`src/rtl/ramb16_s4_port_arb_if.sv`:
```
// Requester-side bus of the RAMB16 port-B arbiter: two request channels and the BUSY flag.
interface ramb16_s4_port_arb_if #(
  parameter int unsigned ADDR_W = 12,
  parameter int unsigned DATA_W = 4
);
  logic              REQ0, REQ1;
  logic              WE0, WE1;
  logic [ADDR_W-1:0] ADDR0, ADDR1;
  logic [DATA_W-1:0] DI0, DI1;
  logic              GNT0, GNT1;
  logic [DATA_W-1:0] DO0, DO1;
  logic              VLD0, VLD1;
  logic              BUSY;

  modport master (
    output REQ0, REQ1, WE0, WE1, ADDR0, ADDR1, DI0, DI1,
    input  GNT0, GNT1, DO0, DO1, VLD0, VLD1, BUSY
  );

  modport slave (
    input  REQ0, REQ1, WE0, WE1, ADDR0, ADDR1, DI0, DI1,
    output GNT0, GNT1, DO0, DO1, VLD0, VLD1, BUSY
  );
endinterface

```
`src/rtl/ramb16_s4_port_arb.sv`:
```
// Round-robin sharing of RAMB16_S1_S4 port B between two requesters, with read-return routing.
// Optional power-up clear engine enabled by defining RAMB_ARB_CLEAR_EN.
module ramb16_s4_port_arb #(
  parameter int unsigned ADDR_W = 12,
  parameter int unsigned DATA_W = 4
`ifdef RAMB_ARB_CLEAR_EN
  ,
  parameter logic [DATA_W-1:0] CLR_VAL = '0
`endif
) (
  input  logic                CLK,
  input  logic                RST,
  ramb16_s4_port_arb_if.slave req,
  output logic                ENB,
  output logic                WEB,
  output logic                SSRB,
  output logic [ADDR_W-1:0]   ADDRB,
  output logic [DATA_W-1:0]   DIB,
  input  logic [DATA_W-1:0]   DOB
);

  // Pipeline tag following an access through the RAM latency
  typedef struct packed {
    logic vld;
    logic id;
    logic rd;
  } tag_t;

  tag_t              s1_q, s2_q;
  logic              gnt0_q, gnt1_q;
  logic              vld0_q, vld1_q;
  logic [DATA_W-1:0] do0_q, do1_q;
  logic              last_q;
  logic              busy;
  logic              elig0_c, elig1_c;
  logic              win0_c, win1_c;

`ifdef RAMB_ARB_CLEAR_EN
  typedef enum logic {ST_CLEAR, ST_RUN} state_t;
  state_t            state_q;
  logic [ADDR_W-1:0] clr_cnt_q;
`else
  assign busy = 1'b0;
`endif

  // A request granted last cycle is consumed; ties go to the requester that did not win last
  always_comb begin
    elig0_c = req.REQ0 & ~gnt0_q & ~busy;
    elig1_c = req.REQ1 & ~gnt1_q & ~busy;
    win0_c  = elig0_c & (~elig1_c | last_q);
    win1_c  = elig1_c & (~elig0_c | ~last_q);
  end

  always_ff @(posedge CLK or posedge RST) begin
    if (RST) begin
      gnt0_q <= 1'b0;
      gnt1_q <= 1'b0;
      vld0_q <= 1'b0;
      vld1_q <= 1'b0;
      do0_q  <= '0;
      do1_q  <= '0;
      ENB    <= 1'b0;
      WEB    <= 1'b0;
      ADDRB  <= '0;
      DIB    <= '0;
      last_q <= 1'b1;
      s1_q   <= '0;
      s2_q   <= '0;
`ifdef RAMB_ARB_CLEAR_EN
      state_q   <= ST_CLEAR;
      clr_cnt_q <= '0;
      busy      <= 1'b1;
`endif
    end else begin
      gnt0_q <= win0_c;
      gnt1_q <= win1_c;
      vld0_q <= 1'b0;
      vld1_q <= 1'b0;
      ENB    <= 1'b0;
      WEB    <= 1'b0;
      s1_q   <= '{vld: win0_c | win1_c, id: win1_c, rd: win1_c ? ~req.WE1 : ~req.WE0};
      s2_q   <= s1_q;

      // RAM output settled one edge ago: steer it to the issuing requester
      if (s2_q.vld && s2_q.rd) begin
        if (s2_q.id) begin
          do1_q  <= DOB;
          vld1_q <= 1'b1;
        end else begin
          do0_q  <= DOB;
          vld0_q <= 1'b1;
        end
      end

      if (win0_c) begin
        ENB    <= 1'b1;
        WEB    <= req.WE0;
        ADDRB  <= req.ADDR0;
        DIB    <= req.DI0;
        last_q <= 1'b0;
      end else if (win1_c) begin
        ENB    <= 1'b1;
        WEB    <= req.WE1;
        ADDRB  <= req.ADDR1;
        DIB    <= req.DI1;
        last_q <= 1'b1;
      end

`ifdef RAMB_ARB_CLEAR_EN
      // Clear sweep owns the port until the last address has been written
      case (state_q)
        ST_CLEAR: begin
          ENB       <= 1'b1;
          WEB       <= 1'b1;
          DIB       <= CLR_VAL;
          ADDRB     <= clr_cnt_q;
          clr_cnt_q <= clr_cnt_q + ADDR_W'(1);
          if (clr_cnt_q == '1) begin
            state_q <= ST_RUN;
            busy    <= 1'b0;
          end
        end
        default: state_q <= ST_RUN;
      endcase
`endif
    end
  end

  assign SSRB     = 1'b0;
  assign req.GNT0 = gnt0_q;
  assign req.GNT1 = gnt1_q;
  assign req.VLD0 = vld0_q;
  assign req.VLD1 = vld1_q;
  assign req.DO0  = do0_q;
  assign req.DO1  = do1_q;
  assign req.BUSY = busy;

endmodule

```
`src/flat_wrapper.sv`:
```
// flat-port wrapper written by rule: the top's interface ports become plain ports
module ramb16_s4_port_arb_flat 
#(
  parameter int unsigned ADDR_W = 12,
  parameter int unsigned DATA_W = 4

)
  (CLK, RST, ENB, WEB, SSRB, ADDRB, DIB, DOB, req_REQ0, req_REQ1, req_WE0, req_WE1, req_ADDR0, req_ADDR1, req_DI0, req_DI1, req_GNT0, req_GNT1, req_DO0, req_DO1, req_VLD0, req_VLD1, req_BUSY);
  ramb16_s4_port_arb_if #(.ADDR_W(ADDR_W), .DATA_W(DATA_W)) req_i ();
  input  logic CLK;
  input  logic RST;
  output logic ENB;
  output logic WEB;
  output logic SSRB;
  output logic [ADDR_W-1:0] ADDRB;
  output logic [DATA_W-1:0] DIB;
  input  logic [DATA_W-1:0] DOB;
  input wire logic [$bits(req_i.REQ0)-1:0] req_REQ0;
  input wire logic [$bits(req_i.REQ1)-1:0] req_REQ1;
  input wire logic [$bits(req_i.WE0)-1:0] req_WE0;
  input wire logic [$bits(req_i.WE1)-1:0] req_WE1;
  input wire logic [$bits(req_i.ADDR0)-1:0] req_ADDR0;
  input wire logic [$bits(req_i.ADDR1)-1:0] req_ADDR1;
  input wire logic [$bits(req_i.DI0)-1:0] req_DI0;
  input wire logic [$bits(req_i.DI1)-1:0] req_DI1;
  output wire logic [$bits(req_i.GNT0)-1:0] req_GNT0;
  output wire logic [$bits(req_i.GNT1)-1:0] req_GNT1;
  output wire logic [$bits(req_i.DO0)-1:0] req_DO0;
  output wire logic [$bits(req_i.DO1)-1:0] req_DO1;
  output wire logic [$bits(req_i.VLD0)-1:0] req_VLD0;
  output wire logic [$bits(req_i.VLD1)-1:0] req_VLD1;
  output wire logic [$bits(req_i.BUSY)-1:0] req_BUSY;
  assign req_i.REQ0 = req_REQ0;
  assign req_i.REQ1 = req_REQ1;
  assign req_i.WE0 = req_WE0;
  assign req_i.WE1 = req_WE1;
  assign req_i.ADDR0 = req_ADDR0;
  assign req_i.ADDR1 = req_ADDR1;
  assign req_i.DI0 = req_DI0;
  assign req_i.DI1 = req_DI1;
  assign req_GNT0 = req_i.GNT0;
  assign req_GNT1 = req_i.GNT1;
  assign req_DO0 = req_i.DO0;
  assign req_DO1 = req_i.DO1;
  assign req_VLD0 = req_i.VLD0;
  assign req_VLD1 = req_i.VLD1;
  assign req_BUSY = req_i.BUSY;
  ramb16_s4_port_arb #(.ADDR_W(ADDR_W), .DATA_W(DATA_W)) u_core (.CLK(CLK), .RST(RST), .req(req_i), .ENB(ENB), .WEB(WEB), .SSRB(SSRB), .ADDRB(ADDRB), .DIB(DIB), .DOB(DOB));
endmodule
```
`config.mk`:
```
export PLATFORM = sky130hd
export DESIGN_NAME = ramb16_s4_port_arb_flat
export DESIGN_NICKNAME = d
export VERILOG_FILES = /design/src/rtl/ramb16_s4_port_arb_if.sv /design/src/rtl/ramb16_s4_port_arb.sv /design/src/flat_wrapper.sv
export SDC_FILE = /design/constraint.sdc
export NUM_CORES = 1
export LEC_CHECK = 0
export CORE_ASPECT_RATIO = 0.6
export CORE_MARGIN = 8
export CORE_UTILIZATION = 39
export DETAILED_ROUTE_END_ITERATION = 7
export PLACE_DENSITY_LB_ADDON = 0.3
export SLEW_MARGIN = 10
export SYNTH_ARGS = -nofsm -noshare
export SYNTH_HDL_FRONTEND = slang
export SYNTH_SLANG_ARGS = --single-unit
```
`constraint.sdc`:
```
create_clock -name CLK -period 1.7 [get_ports CLK]
set_input_delay 0.255 -clock CLK [delete_from_list [all_inputs] [get_ports CLK]]
set_output_delay 0.255 -clock CLK [all_outputs]
set_load 0.02 [all_outputs]
```
==> key figures <==
Run status
  – Status: completed

Cells and area
  – ANT cells: 0
  – Non-Filler Instances: 228
  – Layout area overhead: 62.0%
  – Fill cells: 293
  – # nets final: 222
  – Layout cells sized above 1: 0.204

Clock tree
  – Cts hold-fix bufs: 0
  – Post-CTS setup buffers: 0
  – Clk pin slew, worst setup/hold paths: 70 ps
  – Clk root buf: clkbuf_8
  – H-tree Lvls: 2
  – Post-CTS sizing: 0
  – CTS Buf Count: 5
  – Maximum clock path buffer count: 2
  – Worst skew pair latency: 290 ps
  – CTS sink count: 35
  – CTS tree: done

Timing
  – Slew Viols, Final: 0
  – Clock skew: 6.49 ps
  – Final Hold Vio Count: 0
  – F_max: 619 MHz
  – Post-route setup slack: 84.0 ps
  – Final Setup Violations: 0
  – Fin crit share: 0.951
  – Min Tclk post-route: 1620 ps
  – RSZ-0062 raised after global routing: false

Synth
  – Average size of a mapped cell: 14.3 sq um
  – Post-synth top area cell: dfrtp_1
  – YS warnings: 0
  – Synth Cell Area: 1450 sq um
  – Async set-or-reset flop fraction in the synthesized netlist: 1.00
  – Synth top cells by count: dfrtp_1, nor3b_1, a221o_1, mux2_2, a221o_2
  – Most frequent cell after synthesis: dfrtp_1
  – EDFF count, synth: 0
  – Dominant synthesized flop cell: dfrtp_1
  – Top cell type's share of synthesized area: 0.587
  – Post-synth cell types: 24
  – Sequential element share of the synthesized area: 0.605
  – Syn Inst Count: 101
  – Synth Register Bits: 35
  – Dominant cells by area after synthesis: dfrtp_1, nor3b_1, mux2_2

Worst setup path
  – Crit path largest cell delay: 640 ps
  – Buf/Inv on CP: 1
  – Critical-path cell list: clkdlybuf4s50_1
  – Length in cells of the worst reg-to-reg path: 4
  – Crit-path slowest cell: clkdlybuf4s50_1
  – Top cell family by delay on the critical path: buffers and inverters
  – Maximum fanout along the worst path: 4
  – R2R Path End: u_core.DIB[2]
  – WP data arrival: 1360 ps
  – Worst setup EP type: output port
  – Reg-to-Reg Start: u_core.req.GNT0
  – Startpoint Class: flip-flop
  – R2r setup slk: 250 ps
  – Worst Path Class, Setup: flip-flop to output port
  – CP required: 1440 ps

Placed design
  – Placed cell count: 220
  – Place WS: -116 ps
  – Detailed placement HPWL: 3060 um
  – Port Buffers: 71
  – Routability cong.: 0.712

Die
  – Initial core utilization: 0.401
  – Die Y: 63.2 um
  – Die Wd: 94.7 um
  – Total core area: 3620 sq um
  – DIE AREA: 5990 sq um
  – # rows: 17
  – Boundary pin count: 74

Global routing
  – Largest net degree at the start of global routing: 26
  – Initial antenna violation count: 0
  – Vias in the first global route: 1302
  – First-pass GRT wire length: 6350 um
  – Gr usage total: 0.138
  – Total grt overflow: 0

Power and ir drop
  – Pwr dens: 1290 nW/um^2
  – VDD IR-drop max: 633 uV
  – Leakage power: 0.985 nW

Worst hold path
  – Min-delay worst type: primary input to asynchronous set/reset pin

Detailed routing
  – DRC: 0
  – 1st-pass router iterations: 4
  – Routed vias/inst: 4.96
  – Starting DRT DRC Count: 35
  – Routed WL: 3960 um
  – Final ANT Viol Nets: 0
  – WL/cell: 17.4 um
  – Vias: 1131

Job
  – Max Cap Viol: 0
==> state kept, by name (all words and copies together) (netlist names) <==
name,count
u_core.ADDRB,12
u_core.DIB,4
u_core.req.DO0,4
u_core.req.DO1,4
u_core.s2_q,3
u_core.s1_q,2
u_core.ENB,1
u_core.WEB,1
u_core.last_q,1
u_core.req.GNT0,1
u_core.req.VLD0,1
u_core.req.VLD1,1
==> worst max path at each step <==
stage / from / to / slack (ps) / cells after the start
floorplan: u_core.s1_q[1] / u_core.s1_q[0] / 260 / 5
global placement: req_REQ0 / u_core.ADDRB[0] / -50 / 5
detailed placement: req_REQ0 / u_core.DIB[2] / -120 / 5
CTS: u_core.s1_q[1] / req_GNT1 / 60 / 1
global route: u_core.s1_q[1] / req_GNT1 / 20 / 1
finish: u_core.s1_q[1] / req_GNT1 / 80 / 1
==> power breakdown <==
part	leakage [nW]	total [W]	switching [W]	internal, W
Combinational	0.515	0.00123	0.000549	0.000683
Clock	0.0482	0.000612	0.000285	0.000326
Sequential	0.421	0.00118	0.000125	0.00106
Total	0.985	0.00303	0.000959	0.00207
==> area by class of cell <==
| type | count | area (sq um) | area share |
|---|---|---|---|
| Sequential cell | 35 | 877 | 0.374 |
| Inverter | 4 | 15.0 | 0.00640 |
| Clock buffer | 7 | 86.3 | 0.0368 |
| Timing Repair Buffer | 79 | 808 | 0.344 |
| Clock inverter | 1 | 5.00 | 0.00213 |
| Tap cell | 47 | 58.8 | 0.0251 |
| Multi-Input combinational cell | 55 | 497 | 0.212 |
==> cells in the final DEF (no fill, tap or decap), types with 2 or more instances in the layout <==
master / n
a221o_1: 8
dfrtp_1: 34
conb_1: 2
mux2_2: 8
buf_4: 5
clkdlybuf4s50_1: 71
inv_1: 4
nor2b_1: 2
clkbuf_8: 6
nor3b_1: 15
buf_12: 3
nor3_1: 2
a221o_2: 7
==> worst register-to-register path, delay by kind of cell, from the launching register on <==
kind,cells,cell delay (ps)
AOI/OAI and AO/OA,1,300
buffers and inverters,1,290
DFF,1,390
and+or+nand+nor,2,360
==> metal layers <==
layer  vias to the layer above  GRT usage  share of wire
li1                        528          -              -
met1                       551      0.152           0.42
met2                        42      0.214           0.46
met3                        10     0.0650          0.095
met4                         0     0.0754          0.023
met5                         -          0              0
==> through the flow <==
stage / TNS (ps) / total power, W / hold slack [ps] / util / area [sq um]
6_report: 0 / 0.00303 / 274 / 0.649 / 2350
5_1_grt: 0 / 0.00319 / 310 / 0.649 / 2350
4_1_cts: 0 / 0.00307 / 282 / 0.649 / 2350
3_5_place_dp: -1310 / 0.00245 / 337 / 0.624 / 2260
3_3_place_gp: -426 / 0.00242 / 338 / 0.624 / 2260
2_1_floorplan: 0 / 0.00180 / 331 / - / 1450
==> cell families after synthesis <==
group | synth area share
flip-flops | 0.605
AND/OR/NAND/NOR | 0.128
AO/OA/AOI/OAI | 0.141
buffers and inverters | 0.0544
multiplexers | 0.0691
other | 0.00259
No activity file was read; power rests on OpenSTA's default activity.
